`config.mk`:
```
export PLATFORM = sky130hd
export DESIGN_NAME = fetch_queue
export DESIGN_NICKNAME = d
export VERILOG_FILES = /design/src/rtl/fetch_queue_pkg.sv /design/src/rtl/fetch_queue.sv
export SDC_FILE = /design/constraint.sdc
export NUM_CORES = 1
export LEC_CHECK = 0
export ABC_AREA = 1
export CORE_MARGIN = 2
export CORE_UTILIZATION = 50
export CTS_CLUSTER_DIAMETER = 40
export DETAILED_ROUTE_END_ITERATION = 8
export PLACE_DENSITY = 0.75
export SYNTH_ARGS = -nofsm -noshare
export SYNTH_HDL_FRONTEND = slang
export SYNTH_SLANG_ARGS = --single-unit
```
`constraint.sdc`:
```
create_clock -name clk -period 5.6 [get_ports clk]
set_input_delay 0.84 -clock clk [delete_from_list [all_inputs] [get_ports clk]]
set_output_delay 0.84 -clock clk [all_outputs]
set_load 0.01 [all_outputs]
```
`src/rtl/fetch_queue_pkg.sv`:
```
// Core-shared fetch types: datapath width, NOP encoding and the
// fetch-entry bundle reused by decode and the IF/ID path.
package fetch_queue_pkg;

   localparam int XLEN = 32;
   localparam logic [XLEN-1:0] NOP = 32'h0000_0013;

   typedef struct packed {
      logic [XLEN-1:0] pc;
      logic [XLEN-1:0] inst;
      logic            taken;
   } fetch_entry_t;

endpackage

```
`src/rtl/fetch_queue.sv`:
```
// Fetch-to-decode decoupling queue: in-order circular buffer with
// single-cycle flush, no bypass and registered-state-only readiness.
module fetch_queue
   import fetch_queue_pkg::*;
#(
   parameter int DEPTH = 4
) (
   input  logic                    clk,
   input  logic                    rst,
   input  logic                    in_valid,
   input  logic [XLEN-1:0]         in_pc,
   input  logic [XLEN-1:0]         in_inst,
   input  logic                    in_taken,
   output logic                    in_ready,
   output logic                    out_valid,
   output logic [XLEN-1:0]         out_pc,
   output logic [XLEN-1:0]         out_inst,
   output logic                    out_taken,
   input  logic                    out_ready,
   input  logic                    flush,
   output logic [$clog2(DEPTH):0]  count
);

   localparam int AW = $clog2(DEPTH);
   localparam int CW = AW + 1;
   localparam logic [CW-1:0] FULL = CW'(DEPTH);

   fetch_entry_t  r_mem [DEPTH];
   logic [AW-1:0] r_rd;
   logic [AW-1:0] r_wr;
   logic [CW-1:0] r_count;

   logic          w_push;
   logic          w_pop;
   fetch_entry_t  w_head;

   assign in_ready  = (r_count != FULL);
   assign out_valid = (r_count != '0);

   // flush wins: an entry offered alongside it is dropped
   assign w_push = in_valid && in_ready && !flush;
   assign w_pop  = out_valid && out_ready && !flush;

   assign w_head    = r_mem[r_rd];
   assign out_pc    = out_valid ? w_head.pc    : '0;
   assign out_inst  = out_valid ? w_head.inst  : NOP;
   assign out_taken = out_valid ? w_head.taken : 1'b0;
   assign count     = r_count;

   always_ff @(posedge clk or negedge rst) begin
      if (!rst) begin
         r_rd    <= '0;
         r_wr    <= '0;
         r_count <= '0;
      end else if (flush) begin
         r_rd    <= '0;
         r_wr    <= '0;
         r_count <= '0;
      end else begin
         if (w_push) r_wr <= r_wr + AW'(1);
         if (w_pop)  r_rd <= r_rd + AW'(1);
         case ({w_push, w_pop})
            2'b10:   r_count <= r_count + CW'(1);
            2'b01:   r_count <= r_count - CW'(1);
            default: r_count <= r_count;
         endcase
      end
   end

   // storage needs no reset; out_valid masks stale slots
   always_ff @(posedge clk) begin
      if (w_push) begin
         r_mem[r_wr] <= '{pc: in_pc, inst: in_inst, taken: in_taken};
      end
   end

endmodule

```
==> impl_metrics.json <==
{
  "track_usage_pct": 20.3,
  "yosysTopAreaCellShare_pct": 74.1,
  "drt_wl_total_um": 22700,
  "grt_max_degree": 132,
  "grt_pass1_wl_um": 35200,
  "htree_levels": 1,
  "cts_resized": 0,
  "p_leak_nw": 4.43,
  "worst_slack_ps": 1380,
  "max-slew-margin-rel_pct": 20.9,
  "syn2layout_area_growth_pct": 24.0,
  "drt_iter0_markers": 575,
  "setup_viol": 0,
  "gp_congestion": 0.749,
  "outcome": "finished, final reports clean",
  "rrSetupSlack_ps": 2900,
  "synth.area.top_cells": "edfxtp_1, nor2_1, o21ai_0",
  "synthFlopType": "edfxtp_1",
  "cts_made_buffers": 31,
  "worstPathArrival_ps": 3380,
  "yosys.area.top_type": "edfxtp_1",
  "clk_pin_slew_ps": 60,
  "final_common_cell": "nor2_1",
  "final_layout_size_suffix_gt1_share_pct": 7.52,
  "regArea_sq_um": 7990,
  "synth_seq_area_share_pct": 75.8,
  "tns_ps": 0,
  "die_h_um": 149,
  "viasPerCell": 5.34,
  "vdd_ir_drop_max_uv": 279,
  "finalHoldViolations": 0,
  "max_clock_freq_mhz": 237,
  "clkLatencyLatePin_ps": 550,
  "ys_ff_latch": 267,
  "rsz0062_at_grt": "false",
  "n_antenna_cell": 0,
  "syn_nets": 902,
  "ys_async_sr_fraction_pct": 2.62,
  "min_period_over_period_pct": 75.3,
  "min_period_ps": 4220,
  "rows": 53,
  "cts_hold_buf": 0,
  "io_pins": 140,
  "io_buffers": 139,
  "worstSetupPathType": "flop to primary output",
  "clk_path_buf_depth": 3,
  "clock-sinks": 267,
  "grt_pass1_vias": 6725,
  "synthesis.area_sq_um": 10500,
  "min_path_type": "primary input to asynchronous set/reset pin",
  "die_w_um": 149,
  "hpwl_um": 12400,
  "worstPathRequired_ps": 4760,
  "dr_total_vias": 6723,
  "routedWlPerCell_um": 18.1,
  "start_util_pct": 50.6,
  "overflow": 0,
  "core-area_sq_um": 20800,
  "post-cts-setup-buffer-count": 0,
  "power_density_nw_per_um2": 470,
  "ys_types": 24,
  "fillerInstances": 1555,
  "finClkSkew_ps": 19.3,
  "max_cap_viol_count": 0,
  "synth_edf_count": 260,
  "place_ws_ps": 1950,
  "worstSetupEndpointType": "primary output",
  "cp-start-kind": "flop",
  "root_buffer": "clkbuf_16",
  "cts_tree": "built",
  "antenna_left": 0,
  "dieArea_sq_um": 22300,
  "worstPathMaxFanout": 131,
  "tightestPinTransition_ps": 1190,
  "multi_input_area_sq_um": 2230,
  "avgSynthCellArea_sq_um": 12.7,
  "antenna_found_initial": 0,
  "nets": 1035,
  "yosys_warnings": 0,
  "final_cell_mix": "nor2_1, edfxtp_1, clkdlybuf4s50_1",
  "dr.pass1.iters": 5,
  "synthCells": 827,
  "finalMaxSlewViolations": 0,
  "drc": 0
}
## registers in the layout, summed over array words and instances, names as in the netlist
register  cells
count         3
r_mem       260
r_wr          2
r_rd          2
## logic make-up (layout without fill, tap and decap cells)
logic type	count (synthesis)	after routing	share of synthesized area, %
AOI/OAI and AO/OA	200	200	9.63
xor gates and xnor gates	1	1	0.0831
adders and majority gates	5	5	0.665
buffers and inverters	63	220	3.36
DFF	267	267	75.8
and+or+nand+nor	291	291	10.5
## worst max-delay path, cell delays in order (launching register included)
cell,delay (ps)
dfrtp_4,690
inv_4,940
nor2_1,80
o311ai_1,450
clkdlybuf4s50_1,630
## cell usage after synthesis (2+ instances only)
cell	count
buf_4	5
nor2_1	265
inv_1	10
ha_1	4
nand3_1	2
edfxtp_1	260
clkbuf_1	11
nand2_2	3
buf_6	9
buf_2	16
o311ai_1	3
nand2_1	19
dfrtp_1	7
o21ai_0	84
inv_2	3
nor2_2	2
clkbuf_2	7
o21ai_1	47
a21oi_1	65
## through the flow
stage,power [mW],instance area [sq um],hold WS [ps],instances,util (%)
2_1_floorplan,3.40,10500,544,827,-
3_3_place_gp,4.27,12100,569,1202,58.0
3_5_place_dp,4.29,12100,573,1202,58.0
4_1_cts,6.19,13100,559,1259,62.8
5_1_grt,6.44,13100,582,1259,62.8
6_report,6.14,13100,577,1259,62.8
## layout make-up
cell class	count	area share (%)
flip-flops and latches	267	61.1
clock buffers	34	6.02
well taps	275	2.63
inverters	14	0.421
repair buffers	149	11.2
multi-input cells	497	17.1
clock inverters	23	1.50
## final timing paths
path	from	to	cells after the start
min	rst	r_wr[0]$_DFFE_PN0P_	1
min reg2reg	count[1]$_DFFE_PN0P_	count[1]$_DFFE_PN0P_	2
max reg2reg	count[0]$_DFFE_PN0P_	r_mem[3][53]$_DFFE_PP_	7
max in group asynchronous	rst	r_rd[0]$_DFFE_PN0P_	1
min in group clk	count[1]$_DFFE_PN0P_	count[1]$_DFFE_PN0P_	2
max	r_rd[0]$_DFFE_PN0P_	out_inst[4]	4
## routing by layer
layer  track usage (%)  vias up  wire length (um)
met3              3.30       28              1550
met2              36.0      249             11500
met4              5.05        0               370
met1              26.3     3246              9310
li1                  -     3200                 -
met5                 0        -                 0
## report_power, final
part | switching, mW | leakage, nW | total (mW) | internal, mW
registers | 0.0733 | 2.45 | 2.39 | 2.32
clock network | 0.786 | 0.482 | 1.90 | 1.11
logic | 1.04 | 1.50 | 1.85 | 0.804
Note: power is estimated with default switching activity, not from simulation.
